### src/rtl/process_sequencer_if.sv
// process_sequencer_if: start/completion inputs and supervision outputs of the process sequencer
interface process_sequencer_if #(
  parameter int NUM_CORES = 1,
  parameter int CNT_W     = 24
);
  logic                 start_process;
  logic [NUM_CORES-1:0] end_process;
  logic                 core_rst;
  logic                 begin_process;
  logic [1:0]           status;
  logic [NUM_CORES-1:0] done_mask;
  logic [CNT_W-1:0]     run_cycles;
  logic                 timeout;
  modport master (
    output start_process, end_process,
    input  core_rst, begin_process, status, done_mask, run_cycles, timeout
  );
  modport slave (
    input  start_process, end_process,
    output core_rst, begin_process, status, done_mask, run_cycles, timeout
  );
endinterface

### src/rtl/process_sequencer.sv
// process_sequencer: debounced launch, core reset pulse, run supervision and cycle count; watchdog under PROCESS_TIMEOUT_EN
module process_sequencer #(
  parameter int DEBOUNCE_CYCLES = 10,
  parameter int RST_CYCLES      = 4,
  parameter int NUM_CORES       = 1,
  parameter int CNT_W           = 24,
  parameter int TIMEOUT_CYCLES  = 1000000
) (
  input logic               clock,
  input logic               rst_n,
  process_sequencer_if.slave bus
);
  localparam int DW = $clog2(DEBOUNCE_CYCLES + 1);
  localparam int RW = $clog2(RST_CYCLES + 1);
  if (DEBOUNCE_CYCLES < 1 || RST_CYCLES < 1 || NUM_CORES < 1 || NUM_CORES > 8 || TIMEOUT_CYCLES < 1) begin : g_bad_param
    $error("process_sequencer: parameter out of range");
  end
  typedef enum logic [2:0] {IDLE, DEBOUNCE, RESET, RUN, DONE} state_t;
  state_t               state_q, state_d;
  logic [1:0]           sync_q, vld_q;
  logic                 arm_q;
  logic [DW-1:0]        deb_q, deb_d;
  logic [RW-1:0]        rcnt_q, rcnt_d;
  logic [CNT_W-1:0]     run_q, run_d;
  logic [NUM_CORES-1:0] mask_q, mask_d;
  logic                 core_rst_q, begin_q;
  logic [1:0]           status_q;
  logic                 start_s, all_done;
`ifdef PROCESS_TIMEOUT_EN
  logic                 to_q, to_d;
`endif
  assign start_s  = sync_q[1];
  assign all_done = &(mask_q | bus.end_process);
  // next state and counters; releasing the switch aborts from any active state
  always_comb begin
    state_d = state_q;
    deb_d   = deb_q;
    rcnt_d  = rcnt_q;
    run_d   = run_q;
    mask_d  = mask_q;
`ifdef PROCESS_TIMEOUT_EN
    to_d    = to_q;
`endif
    case (state_q)
      IDLE: if (start_s && arm_q) begin
        state_d = DEBOUNCE;
        deb_d   = DW'(1);
      end
      DEBOUNCE: if (!start_s) begin
        state_d = IDLE;
        deb_d   = '0;
      end else if (deb_q == DW'(DEBOUNCE_CYCLES)) begin
        state_d = RESET;
        rcnt_d  = '0;
        mask_d  = '0;
        run_d   = '0;
      end else deb_d = deb_q + 1'b1;
      RESET: if (!start_s) state_d = IDLE;
        else if (rcnt_q == RW'(RST_CYCLES - 1)) state_d = RUN;
        else rcnt_d = rcnt_q + 1'b1;
      RUN: if (!start_s) state_d = IDLE;
        else begin
          mask_d = mask_q | bus.end_process;
          run_d  = &run_q ? run_q : run_q + 1'b1;
          if (all_done) state_d = DONE;
`ifdef PROCESS_TIMEOUT_EN
          else if (run_q >= CNT_W'(TIMEOUT_CYCLES - 1)) begin
            state_d = DONE;
            to_d    = 1'b1;
          end
`endif
        end
      DONE: if (!start_s) state_d = IDLE;
      default: state_d = IDLE;
    endcase
`ifdef PROCESS_TIMEOUT_EN
    if (state_d == IDLE) to_d = 1'b0;
`endif
  end
  // state, synchroniser and registered outputs; arm_q blocks relaunch until the switch is really seen low after reset
  always_ff @(posedge clock or negedge rst_n) begin
    if (!rst_n) begin
      state_q    <= IDLE;
      sync_q     <= '0;
      vld_q      <= '0;
      arm_q      <= 1'b0;
      deb_q      <= '0;
      rcnt_q     <= '0;
      run_q      <= '0;
      mask_q     <= '0;
      core_rst_q <= 1'b0;
      begin_q    <= 1'b0;
      status_q   <= 2'd0;
    end else begin
      state_q    <= state_d;
      sync_q     <= {sync_q[0], bus.start_process};
      vld_q      <= {vld_q[0], 1'b1};
      arm_q      <= arm_q | (vld_q[1] & ~start_s);
      deb_q      <= deb_d;
      rcnt_q     <= rcnt_d;
      run_q      <= run_d;
      mask_q     <= mask_d;
      core_rst_q <= state_d == RESET;
      begin_q    <= state_d == RUN;
      status_q   <= state_d == IDLE ? 2'd0 : state_d == RUN ? 2'd2 : state_d == DONE ? 2'd3 : 2'd1;
    end
  end
`ifdef PROCESS_TIMEOUT_EN
  // sticky watchdog flag, cleared on return to IDLE
  always_ff @(posedge clock or negedge rst_n) begin
    if (!rst_n) to_q <= 1'b0;
    else to_q <= to_d;
  end
  assign bus.timeout = to_q;
`else
  assign bus.timeout = 1'b0;
`endif
  assign bus.core_rst      = core_rst_q;
  assign bus.begin_process = begin_q;
  assign bus.status        = status_q;
  assign bus.done_mask     = mask_q;
  assign bus.run_cycles    = run_q;
endmodule

### src/flat_wrapper.sv
// flat-port wrapper written by rule: the top's interface ports become plain ports
module process_sequencer_flat 
#(
  parameter int DEBOUNCE_CYCLES = 10,
  parameter int RST_CYCLES      = 4,
  parameter int NUM_CORES       = 1,
  parameter int CNT_W           = 24,
  parameter int TIMEOUT_CYCLES  = 1000000
)
  (clock, rst_n, bus_start_process, bus_end_process, bus_core_rst, bus_begin_process, bus_status, bus_done_mask, bus_run_cycles, bus_timeout);
  process_sequencer_if #(.NUM_CORES(NUM_CORES), .CNT_W(CNT_W)) bus_i ();
  input logic clock;
  input logic rst_n;
  input wire logic [$bits(bus_i.start_process)-1:0] bus_start_process;
  input wire logic [$bits(bus_i.end_process)-1:0] bus_end_process;
  output wire logic [$bits(bus_i.core_rst)-1:0] bus_core_rst;
  output wire logic [$bits(bus_i.begin_process)-1:0] bus_begin_process;
  output wire logic [$bits(bus_i.status)-1:0] bus_status;
  output wire logic [$bits(bus_i.done_mask)-1:0] bus_done_mask;
  output wire logic [$bits(bus_i.run_cycles)-1:0] bus_run_cycles;
  output wire logic [$bits(bus_i.timeout)-1:0] bus_timeout;
  assign bus_i.start_process = bus_start_process;
  assign bus_i.end_process = bus_end_process;
  assign bus_core_rst = bus_i.core_rst;
  assign bus_begin_process = bus_i.begin_process;
  assign bus_status = bus_i.status;
  assign bus_done_mask = bus_i.done_mask;
  assign bus_run_cycles = bus_i.run_cycles;
  assign bus_timeout = bus_i.timeout;
  process_sequencer #(.DEBOUNCE_CYCLES(DEBOUNCE_CYCLES), .RST_CYCLES(RST_CYCLES), .NUM_CORES(NUM_CORES), .CNT_W(CNT_W), .TIMEOUT_CYCLES(TIMEOUT_CYCLES)) u_core (.clock(clock), .rst_n(rst_n), .bus(bus_i));
endmodule
### config.mk
export PLATFORM = sky130hd
export DESIGN_NAME = process_sequencer_flat
export DESIGN_NICKNAME = d
export VERILOG_FILES = /design/src/rtl/process_sequencer_if.sv /design/src/rtl/process_sequencer.sv /design/src/flat_wrapper.sv
export SDC_FILE = /design/constraint.sdc
export NUM_CORES = 1
export LEC_CHECK = 0
export BUFFER_PORTS_ARGS = -buffer_cell sky130_fd_sc_hd__buf_2
export CAP_MARGIN = 20
export CORE_AREA = 2 2 65 83
export CTS_BUF_LIST = sky130_fd_sc_hd__clkbuf_4 sky130_fd_sc_hd__clkbuf_8
export CTS_CLUSTER_SIZE = 25
export DETAILED_ROUTE_END_ITERATION = 8
export DIE_AREA = 0 0 67 85
export PLACE_DENSITY = 0.69
export SETUP_SLACK_MARGIN = 0.5
export SLEW_MARGIN = 20
export SYNTH_ARGS = -nofsm -noshare
export SYNTH_HDL_FRONTEND = slang
export SYNTH_SLANG_ARGS = --single-unit
### constraint.sdc
create_clock -name clock -period 2.7 [get_ports clock]
set_input_delay 0.54 -clock clock [delete_from_list [all_inputs] [get_ports clock]]
set_output_delay 0.54 -clock clock [all_outputs]
set_load 0.02 [all_outputs]
==> flow_summary.ini <==
[outcome]
result_of_the_run = completed

[timing]
worstMarginPinSlew_ns = 0.9713
timing.final.crit_share_pct = 78.49
finalHoldWorstSlack_ns = 0.3399
setup_tns_ns = 0
grt_setup_unrepaired = true
maxSlewHeadroom_pct = 35.24
timing.final.crit_period_ns = 2.119
slew_violations = 0
setup_slack_ns = 0.5809
timing.final.setup_violations = 0
report.final.hold_viol_count = 0
fmaxAchievable_ghz = 0.4719
fin_skew_ns = 0.01074

[layout]
final_common_cell = sky130_fd_sc_hd__dfrtp_1
layoutNonFillerInstCount = 352
filler_cell_count = 438
most-common-layout-cells = sky130_fd_sc_hd__dfrtp_1 (43), sky130_fd_sc_hd__buf_2 (32), sky130_fd_sc_hd__o21ai_0 (24)
design_area_sq_um = 2784
finish.utilization_pct = 56.41
drive_above_1_share_pct = 24.14
num_antenna_cells = 0
total_area_of_multi_input_combinational_cells_sq_um = 1220
final-seq-area_sq_um = 1102
synthToLayoutAreaGrowth_pct = 16.92
num-nets-final = 298

[synthesis]
mappedNetlistNets = 260
flip_flop_and_latch_count_after_synthesis = 44
edff_count_synth = 0
post_synthesis_average_cell_area_sq_um = 9.486
postSynthCellCount = 251
async_reset_ff_share_pct = 100.0
synth.distinct_cells = 47
yosys_warnings = 0
yosys_most_used_dff = sky130_fd_sc_hd__dfrtp_1
ys_seq_area_share_pct = 46.24
post_synth_instance_area_sq_um = 2381

[worst_setup_path]
crit_path_start_kind = flip-flop
kind_of_end_point_of_the_critical_path = flip-flop
crit_path_top_delay_cell = sky130_fd_sc_hd__or4_4
critical_path.top_delay_family = simple AND/OR/NAND/NOR gates
critical_path.max_stage_delay_ns = 0.55
crit-reg2reg-capture = u_core.bus.run_cycles[11]$_DFFE_PN0P_
cp-startpoint = u_core.deb_q[0]$_DFFE_PN0P_
r2r_slack_ns = 0.58
timing.setup.critical_path_class = reg -> reg
timing.critical_path.to = u_core.bus.run_cycles[11]$_DFFE_PN0P_
worst_path_maximum_fanout = 9
critical_path.reg2reg.startpoint = u_core.deb_q[0]$_DFFE_PN0P_
timing.critical_path.required_ns = 2.94
crit_path_cell_trace = inv_1 -> ha_2 -> and3b_2 -> o21ai_2 -> or4_4 -> or3_1 -> a21oi_1
path_depth = 7
timing.reg2reg.worst_path_depth = 7
critical_path.n_buffers_inverters = 1
cp_data_arrival_time_ns = 2.35

[pwr]
p_total_mw = 1.232
cellLeakagePower_nw = 1.281
irDropWorstVdd_mv = 0.2206
p_per_area_nw_per_um2 = 442.7

[die]
floorplan.die.width_um = 67
core.rowCount = 29
die-height_um = 85
fp.coreArea_sq_um = 4935
initial_utilization_pct = 48.25
io-pin-count = 34
die_area_sq_um = 5695

[place]
io_buffer_count = 32
dpl_cell_area_sq_um = 2613
globalplace.congestion = 0.8336
dp_worst_setup_slack_ns = 0.4579
dp.final_hpwl_um = 3749
dp_cells = 340

[min_path]
timing.hold.worst.class = in -> reg

[detailed_routing]
detail_route.wirelength_um = 5597
drt_iter0_drc = 180
wl_per_cell_um = 15.90
num_vias = 2105
drtAntennaViolNets = 0
vias_per_cell = 5.980
drt_first_pass_iters = 4
route.detailed.drc = 0

[global_route]
gr-usage-all-layers_pct = 20.55
vias_in_the_first_global_route = 1981
gr-total-overflow = 0
grt_first_pass_wirelength_um = 9114
grt_start_max_net_pins = 45
antenna_found_initial = 0

[clocking]
clock_tree.root_cell = sky130_fd_sc_hd__clkbuf_8
clk_path_buf_depth = 2
clk-insertion-delay-late_ns = 0.30
cts_tree = built
clock_pin_slew_of_the_registers_on_the_worst_case_setup_and_hold_paths_ns = 0.09
cts-htree-levels = 2
tritoncts_buffers = 5
cts_hold_buf = 0
cts_sinks = 44

[flow_run]
max_cap_viols = 0
kinds of logic (layout without fill, tap and decap cells):
family / count (synthesis) / in the layout / share of synthesized area [%]
xor gates and xnor gates: 4 / 4 / 1.471
buffers and inverters: 20 / 59 / 3.783
DFF: 44 / 44 / 46.24
other: 2 / 2 / 0.3154
muxes: 3 / 3 / 1.892
adders and majority gates: 5 / 5 / 2.627
AOI/OAI and AO/OA: 62 / 62 / 14.87
and+or+nand+nor: 111 / 111 / 28.80
flip-flops by register name (all words and copies together), names as in the netlist:
register,cells
u_core.arm_q,1
u_core.bus.done_mask,1
u_core.deb_q,4
u_core.bus.begin_process,1
u_core.bus.core_rst,1
u_core.state_q,3
u_core.bus.run_cycles,24
u_core.bus.status,2
u_core.rcnt_q,3
u_core.sync_q,2
u_core.vld_q,2
how the worst min path moves through the flow:
stage | start | end | slack, ns | cells after the start
after global routing | bus_start_process | u_core.sync_q[0]$_DFF_PN0_ | 0.33 | 1
after detailed placement | u_core.sync_q[0]$_DFF_PN0_ | u_core.sync_q[1]$_DFF_PN0_ | 0.34 | 0
after floorplan | rst_n | u_core.arm_q$_DFF_PN0_ | 0.24 | 0
after global placement | u_core.sync_q[0]$_DFF_PN0_ | u_core.sync_q[1]$_DFF_PN0_ | 0.33 | 0
final | bus_start_process | u_core.sync_q[0]$_DFF_PN0_ | 0.34 | 1
after CTS | bus_start_process | u_core.sync_q[0]$_DFF_PN0_ | 0.34 | 1
layer usage:
layer	GRT usage, %	vias up	part of all wire (%)
met4	7.792	0	2.3
met5	0	-	0
met2	35.28	50	53
met3	3.714	12	3.3
li1	-	1007	-
met1	25.17	1036	41
area by class of cell:
type	count	share of cell area, %
repair buffers	42	8.584
multi-input cells	187	43.82
inverters	9	1.213
clock inverters	3	1.528
well taps	62	2.787
clock buffers	5	2.472
flip-flops and latches	44	39.60
power breakdown:
part	internal, mW	leakage, nW	switching [mW]
clock	0.274	0.0541	0.233
combinational	0.0143	0.640	0.0313
sequential	0.668	0.587	0.0118
total	0.956	1.28	0.276
synthesized netlist by cell type, types with 2 or more instances:
library cell                instances  area (sq um)
sky130_fd_sc_hd__o21ai_1            2         10.01
sky130_fd_sc_hd__and2_1             3         18.77
sky130_fd_sc_hd__o2111ai_1          2         17.52
sky130_fd_sc_hd__nor2_1            14         52.55
sky130_fd_sc_hd__nor4_2             2         25.02
sky130_fd_sc_hd__nand4_1           14         87.58
sky130_fd_sc_hd__nor4_1             2         12.51
sky130_fd_sc_hd__inv_1              9         33.78
sky130_fd_sc_hd__a31oi_1            2         12.51
sky130_fd_sc_hd__clkbuf_1           6         22.52
sky130_fd_sc_hd__and3b_1            2         17.52
sky130_fd_sc_hd__dfrtp_1           44          1101
sky130_fd_sc_hd__mux2_2             2         22.52
sky130_fd_sc_hd__o41ai_1            2         17.52
sky130_fd_sc_hd__conb_1             2         7.510
sky130_fd_sc_hd__nor2b_1            2         12.51
sky130_fd_sc_hd__ha_1               5         62.56
sky130_fd_sc_hd__nor3_1             7         35.03
sky130_fd_sc_hd__a21oi_1           22         110.1
sky130_fd_sc_hd__nand2_1           14         52.55
sky130_fd_sc_hd__and3_1             6         37.54
sky130_fd_sc_hd__or4_1              3         22.52
sky130_fd_sc_hd__nor3b_1            2         15.01
sky130_fd_sc_hd__buf_2              3         15.01
sky130_fd_sc_hd__o31ai_1            2         15.01
sky130_fd_sc_hd__or3_1             17         106.4
sky130_fd_sc_hd__nand3b_1           4         30.03
sky130_fd_sc_hd__nand3_1            9         45.04
sky130_fd_sc_hd__and4_1             3         26.28
sky130_fd_sc_hd__o21ai_0           24         120.1
sky130_fd_sc_hd__xnor2_1            4         35.03
repair_timing:
action	CTS	global route
endpoints found under the setup margin	1	17
buffers inserted	0	4
pin swaps	1	1
hold endpoints to repair	0	0
resized for setup	1	7
No activity file was read; power rests on OpenSTA's default activity.
